File: config.mk
export PLATFORM = sky130hd
export DESIGN_NAME = led_pulse_stretcher
export DESIGN_NICKNAME = d
export VERILOG_FILES = /design/src/rtl/led_pulse_stretcher_pkg.sv /design/src/rtl/led_pulse_stretcher_interval_timer.sv /design/src/rtl/led_pulse_stretcher.sv
export SDC_FILE = /design/constraint.sdc
export NUM_CORES = 1
export LEC_CHECK = 0
export ABC_AREA = 0
export CAP_MARGIN = 20
export CORE_ASPECT_RATIO = 1.25
export CORE_UTILIZATION = 33
export DETAILED_ROUTE_END_ITERATION = 16
export MAX_ROUTING_LAYER = met4
export SETUP_SLACK_MARGIN = 0.2
export SKIP_CTS_REPAIR_TIMING = 1
export SLEW_MARGIN = 20
export SYNTH_ARGS = -nofsm -noshare
export SYNTH_HDL_FRONTEND = slang
export SYNTH_SLANG_ARGS = --single-unit
export TNS_END_PERCENT = 10
File: constraint.sdc
create_clock -name clk -period 8.6 [get_ports clk]
set_input_delay 0.86 -clock clk [delete_from_list [all_inputs] [get_ports clk]]
set_output_delay 0.86 -clock clk [all_outputs]
set_load 0.01 [all_outputs]
File: src/rtl/led_pulse_stretcher_pkg.sv
// Shared definitions for the LED / buzzer pulse drivers.
//   lps_state_e  : FSM state encoding (IDLE, ON, GAP)
//   lps_clog2    : ceil(log2(value)), for deriving counter widths
//   lps_max      : larger of two unsigned values
package led_pulse_stretcher_pkg;

  typedef enum logic [1:0] {
    ST_IDLE = 2'd0,
    ST_ON   = 2'd1,
    ST_GAP  = 2'd2
  } lps_state_e;

  function automatic int unsigned lps_clog2(input int unsigned value);
    int unsigned r;
    r = 0;
    for (int unsigned i = 0; i < 32; i++) begin
      if ((64'd1 << i) < 64'(value)) r = i + 1;
    end
    return r;
  endfunction

  function automatic int unsigned lps_max(input int unsigned a, input int unsigned b);
    return (a > b) ? a : b;
  endfunction

endpackage

File: src/rtl/led_pulse_stretcher_interval_timer.sv
// Interval timer: loadable down-counter used for both ON and GAP timing.
// Counts down by one per clock and rests at zero.
//   clk, rst_n  : clock, asynchronous active-low reset (count -> 0)
//   clear_i     : synchronous force to zero (highest priority)
//   load_i      : load load_val_i on the next edge
//   load_val_i  : reload value (interval length minus one)
//   zero_o      : count is zero (decoded from the count register)
module led_pulse_stretcher_interval_timer
  import led_pulse_stretcher_pkg::*;
#(
  parameter int CNT_W = 8
) (
  input  logic             clk,
  input  logic             rst_n,
  input  logic             clear_i,
  input  logic             load_i,
  input  logic [CNT_W-1:0] load_val_i,
  output logic             zero_o
);

  logic [CNT_W-1:0] count_q;
  logic [CNT_W-1:0] count_d;

  always_comb begin
    count_d = count_q;
    if (clear_i) begin
      count_d = '0;
    end else if (load_i) begin
      count_d = load_val_i;
    end else if (count_q != '0) begin
      count_d = count_q - 1'b1;
    end
  end

  always_ff @(posedge clk or negedge rst_n) begin
    if (!rst_n) begin
      count_q <= '0;
    end else begin
      count_q <= count_d;
    end
  end

  assign zero_o = (count_q == '0);

endmodule

File: src/rtl/led_pulse_stretcher.sv
// LED pulse stretcher: turns single-cycle event strobes into visible LED
// blinks of fixed on-time separated by a guaranteed off-gap. Events that
// arrive while a pulse or gap is running are queued as a saturating count,
// so every accepted event becomes exactly one blink.
//   clk          : system clock, rising edge
//   rst_n        : asynchronous active-low reset
//   trig_in      : event strobe, one event per high cycle
//   clear_in     : synchronous abort of pulse and queue, clears overflow
//   led_out      : registered LED drive, active high
//   busy_out     : registered, high in ON or GAP
//   pending_out  : registered count of queued events not yet shown
//   overflow_out : registered sticky flag, an event was dropped at saturation
module led_pulse_stretcher
  import led_pulse_stretcher_pkg::*;
#(
  parameter int ON_CLOCKS   = 256,
  parameter int GAP_CLOCKS  = 256,
  parameter int CNT_W       = 8,
  parameter int MAX_PENDING = 7,
  parameter int PEND_W      = 3
) (
  input  logic              clk,
  input  logic              rst_n,
  input  logic              trig_in,
  input  logic              clear_in,
  output logic              led_out,
  output logic              busy_out,
  output logic [PEND_W-1:0] pending_out,
  output logic              overflow_out
);

  localparam int unsigned MIN_CNT_W =
    (lps_clog2(lps_max(ON_CLOCKS, GAP_CLOCKS)) < 1) ? 1 :
     lps_clog2(lps_max(ON_CLOCKS, GAP_CLOCKS));
  localparam int unsigned MIN_PEND_W = lps_clog2(MAX_PENDING + 1);

  localparam logic [CNT_W-1:0]  ON_LOAD  = CNT_W'(ON_CLOCKS - 1);
  localparam logic [CNT_W-1:0]  GAP_LOAD = CNT_W'(GAP_CLOCKS - 1);
  localparam logic [PEND_W-1:0] PEND_MAX = PEND_W'(MAX_PENDING);

  if (ON_CLOCKS < 1 || GAP_CLOCKS < 1 || MAX_PENDING < 1) begin : g_bad_param
    $error("led_pulse_stretcher: ON_CLOCKS, GAP_CLOCKS and MAX_PENDING must be >= 1");
  end
  if (CNT_W < MIN_CNT_W) begin : g_bad_cnt_w
    $error("led_pulse_stretcher: CNT_W too narrow for ON_CLOCKS/GAP_CLOCKS");
  end
  if (PEND_W < MIN_PEND_W) begin : g_bad_pend_w
    $error("led_pulse_stretcher: PEND_W too narrow for MAX_PENDING");
  end

  lps_state_e        state_q, state_d;
  logic              led_q, led_d;
  logic              busy_q, busy_d;
  logic [PEND_W-1:0] pend_q, pend_d;
  logic              ovf_q, ovf_d;

  logic              tmr_clear;
  logic              tmr_load;
  logic [CNT_W-1:0]  tmr_val;
  logic              tmr_zero;

  logic              gap_end;
  logic              direct;
  logic              take;
  logic              add;

  led_pulse_stretcher_interval_timer #(
    .CNT_W (CNT_W)
  ) u_timer (
    .clk        (clk),
    .rst_n      (rst_n),
    .clear_i    (tmr_clear),
    .load_i     (tmr_load),
    .load_val_i (tmr_val),
    .zero_o     (tmr_zero)
  );

  // A trigger landing on the last GAP cycle with an empty queue starts the
  // next pulse itself, so it must not also be counted into the queue.
  assign gap_end = (state_q == ST_GAP) && tmr_zero;
  assign take    = gap_end && (pend_q != '0);
  assign direct  = gap_end && (pend_q == '0) && trig_in;
  assign add     = trig_in && (state_q != ST_IDLE) && !direct;

  always_comb begin
    state_d   = state_q;
    pend_d    = pend_q;
    ovf_d     = ovf_q;
    tmr_clear = 1'b0;
    tmr_load  = 1'b0;
    tmr_val   = ON_LOAD;

    if (clear_in) begin
      state_d   = ST_IDLE;
      pend_d    = '0;
      ovf_d     = 1'b0;
      tmr_clear = 1'b1;
    end else begin
      unique case (state_q)
        ST_IDLE: begin
          if (trig_in) begin
            state_d  = ST_ON;
            tmr_load = 1'b1;
            tmr_val  = ON_LOAD;
          end
        end
        ST_ON: begin
          if (tmr_zero) begin
            state_d  = ST_GAP;
            tmr_load = 1'b1;
            tmr_val  = GAP_LOAD;
          end
        end
        ST_GAP: begin
          if (tmr_zero) begin
            if ((pend_q != '0) || trig_in) begin
              state_d  = ST_ON;
              tmr_load = 1'b1;
              tmr_val  = ON_LOAD;
            end else begin
              state_d  = ST_IDLE;
            end
          end
        end
        default: begin
          state_d = ST_IDLE;
        end
      endcase

      if (add && take) begin
        pend_d = pend_q;
      end else if (add) begin
        if (pend_q == PEND_MAX) begin
          ovf_d = 1'b1;
        end else begin
          pend_d = pend_q + 1'b1;
        end
      end else if (take) begin
        pend_d = pend_q - 1'b1;
      end
    end
  end

  // Outputs are registered from the next state so they line up with state_q.
  assign led_d  = (state_d == ST_ON);
  assign busy_d = (state_d != ST_IDLE);

  always_ff @(posedge clk or negedge rst_n) begin
    if (!rst_n) begin
      state_q <= ST_IDLE;
      led_q   <= 1'b0;
      busy_q  <= 1'b0;
      pend_q  <= '0;
      ovf_q   <= 1'b0;
    end else begin
      state_q <= state_d;
      led_q   <= led_d;
      busy_q  <= busy_d;
      pend_q  <= pend_d;
      ovf_q   <= ovf_d;
    end
  end

  assign led_out      = led_q;
  assign busy_out     = busy_q;
  assign pending_out  = pend_q;
  assign overflow_out = ovf_q;

endmodule

==> metrics.cfg <==
[flow_run]
maxCapViolCount=0

[detailed_routing]
wl_per_cell_um=14.5
antenna_left=0
drc_errors=0
first_iter_violations=5
wirelength_mm=2.06
vias_per_cell=5.43
vias=771
first_pass_iters=4

[pwr]
seqPwrFrac_pct=48.1
p_sw_uw=70.6
powerDensity_mw_per_mm2=183
comb_power_share_pct=31.5
ir_drop_mv=0.103
power.share.switching_pct=35.4
p_clk_share_pct=20.4
intPower_uw=129
power.leakage_nw=0.465

[sta]
setup_viol=0
slew_headroom_pct=50.8
tns_ns=0
worst_pin_slew_ns=0.736
slew_violations=0
hold_viol_final=0
period_share_pct=34.1
finClkSkew_ns=0.00473
min_period_ns=2.93
fmax_mhz=341
rsz0062_at_grt=no

[clocking]
htreeDepth=1
cts_tree=built
clock_path_buffers=2
cts_made_buffers=3
cts_root_buf=clkbuf_4
clock-sinks=16
insertion_delay_ns=0.29
clk_pin_slew_ns=0.10

[critical_path]
rr_startpoint=u_timer.count_q[0]
cp.required_ns=8.78
worstSetupPathType=reg2reg
startpoint=u_timer.count_q[0]
crit_path_end_kind=flop
arrival_ns=3.12
critPathMaxFanout=8
start_kind=flop

[finish]
n_antenna_cell=0
layout-drive-gt1-share_pct=9.26
fin_nets=117
area_growth_pct=12.5
post-route-util_pct=40.0
final_cell_mix=16 x dfrtp_1, 14 x a21oi_1, 12 x nor2_1
final_common_cell=dfrtp_1

[synth]
ys_warn_count=0
synth_cell_types=39
synth_mux_area_share_pct=5.53
synthSimpleGateAreaFrac_pct=19.9
synthCells=103
ys_ff_latch=16
synthAdderAreaFrac_pct=4.63
async_reset_ff_share_pct=100
syn-num-nets=110
ys.flop_type=dfrtp_1
synth_area_um2=972
syn_area_per_cell_um2=9.44
yosysSeqAreaShare_pct=41.2
synth_top_family_by_area=compound AO/OA/AOI/OAI gates
synth_compound_area_share_pct=20.2
synth-edff-count=0
synth_xor_area_share_pct=2.70

[place]
hpwl_mm=1.53
portBuffers=9
gp_congestion=0.798

[floorplanning]
core_mm2=0.00273
die_width_um=50.5
ios=10
num_rows=21
initial_core_util_pct=35.6
die_area_mm2=0.00317
dieHeight_um=62.7

[grt]
grt_pass1_wl_mm=3.65
grt_max_degree=19
overflow=0
grt_pass1_vias=782
antenna_found_initial=0
grt_usage_pct=15.9

[hold_path]
min_from=overflow_out
holdCritPathClass=reg2reg

[status]
outcome=finished clean

-- worst max-delay path, stage by stage, from the launching register on --
cell	delay [ns]
dfrtp_1	0.40
inv_1	0.11
ha_1	0.22
or3b_2	0.57
o31a_1	0.29
o21a_1	0.18
fa_1	0.39
nor3b_1	0.22
a22oi_1	0.12
mux2_1	0.33
-- logic make-up (layout without fill, tap and decap cells) --
| group | Yosys count | in the layout |
|---|---|---|
| AO/OA/AOI/OAI | 31 | 31 |
| adder cells (fa/ha/maj) | 3 | 3 |
| flip-flops | 16 | 16 |
| multiplexers | 5 | 5 |
| XOR/XNOR | 3 | 3 |
| AND/OR/NAND/NOR | 32 | 32 |
| buffers and inverters | 13 | 18 |
-- synth_stat cells, types with 2 or more instances --
master,count,share of area (%)
xor2_1,2,1.8
a21oi_1,14,7.2
o21ai_1,2,1.0
o21a_1,2,1.5
nor4_1,3,1.9
nor2b_1,2,1.3
o31ai_1,2,1.5
clkbuf_1,5,1.9
nor3b_1,2,1.5
dfrtp_1,16,41
nand2_1,3,1.2
inv_1,6,2.3
o21ai_0,3,1.5
mux2_1,3,3.5
mux2i_1,2,2.1
nor2_1,12,4.6
ha_1,2,2.6
-- registers in the layout, summed over array words and instances, names as in the netlist --
name             count
busy_out             1
overflow_out         1
led_out              1
pending_out          3
u_timer.count_q      8
state_q              2
-- layout make-up --
type	count	area [um2]
Sequential cell	16	400
Timing Repair Buffer	9	90.1
Fill cell	303	1640
Tap cell	34	42.5
Inverter	6	22.5
Multi-Input combinational cell	74	515
Clock buffer	3	22.5
-- power by group through the flow --
stage	Clock, mW	Combinational, mW	Sequential (mW)
3_3_place_gp	0	0.0619	0.0973
6_report	0.0407	0.0629	0.0961
4_1_cts	0.0426	0.0639	0.0964
5_1_grt	0.0456	0.0716	0.0985
2_1_floorplan	0	0.0509	0.0946
3_5_place_dp	0	0.0636	0.0978
-- metal layers --
layer	global-route usage [%]	share of wire (%)	up-vias
met3	4.38	3.1	2
met5	-	0	-
met4	4.17	0.92	0
li1	-	-	377
met1	18.2	43	380
met2	26.8	53	12
-- metrics by stage --
| step | cell area [um2] | std cells | power [mW] | hold WS, ns | setup WS (ns) |
|---|---|---|---|---|---|
| 2_1_floorplan | 972 | 103 | 0.145 | 0.529 | 5.77 |
| 5_1_grt | 1090 | 142 | 0.216 | 0.555 | 5.46 |
| 6_report | 1090 | 142 | 0.200 | 0.517 | 5.67 |
| 3_5_place_dp | 1070 | 139 | 0.161 | 0.503 | 5.67 |
| 3_3_place_gp | 1070 | 139 | 0.159 | 0.493 | 5.77 |
| 4_1_cts | 1090 | 142 | 0.203 | 0.528 | 5.66 |
-- worst paths after layout --
path                                 endpoint  slack (ns)  depth (start not counted)
max in group asynchronous  u_timer.count_q[5]        7.14                          1
min in group asynchronous          state_q[1]        1.00                          1
max reg2reg                    pending_out[2]        5.67                          9
max                            pending_out[2]        5.67                          9
min reg2reg                      overflow_out        0.52                          2
min                              overflow_out        0.52                          2
Note: power is estimated with default switching activity, not from simulation.
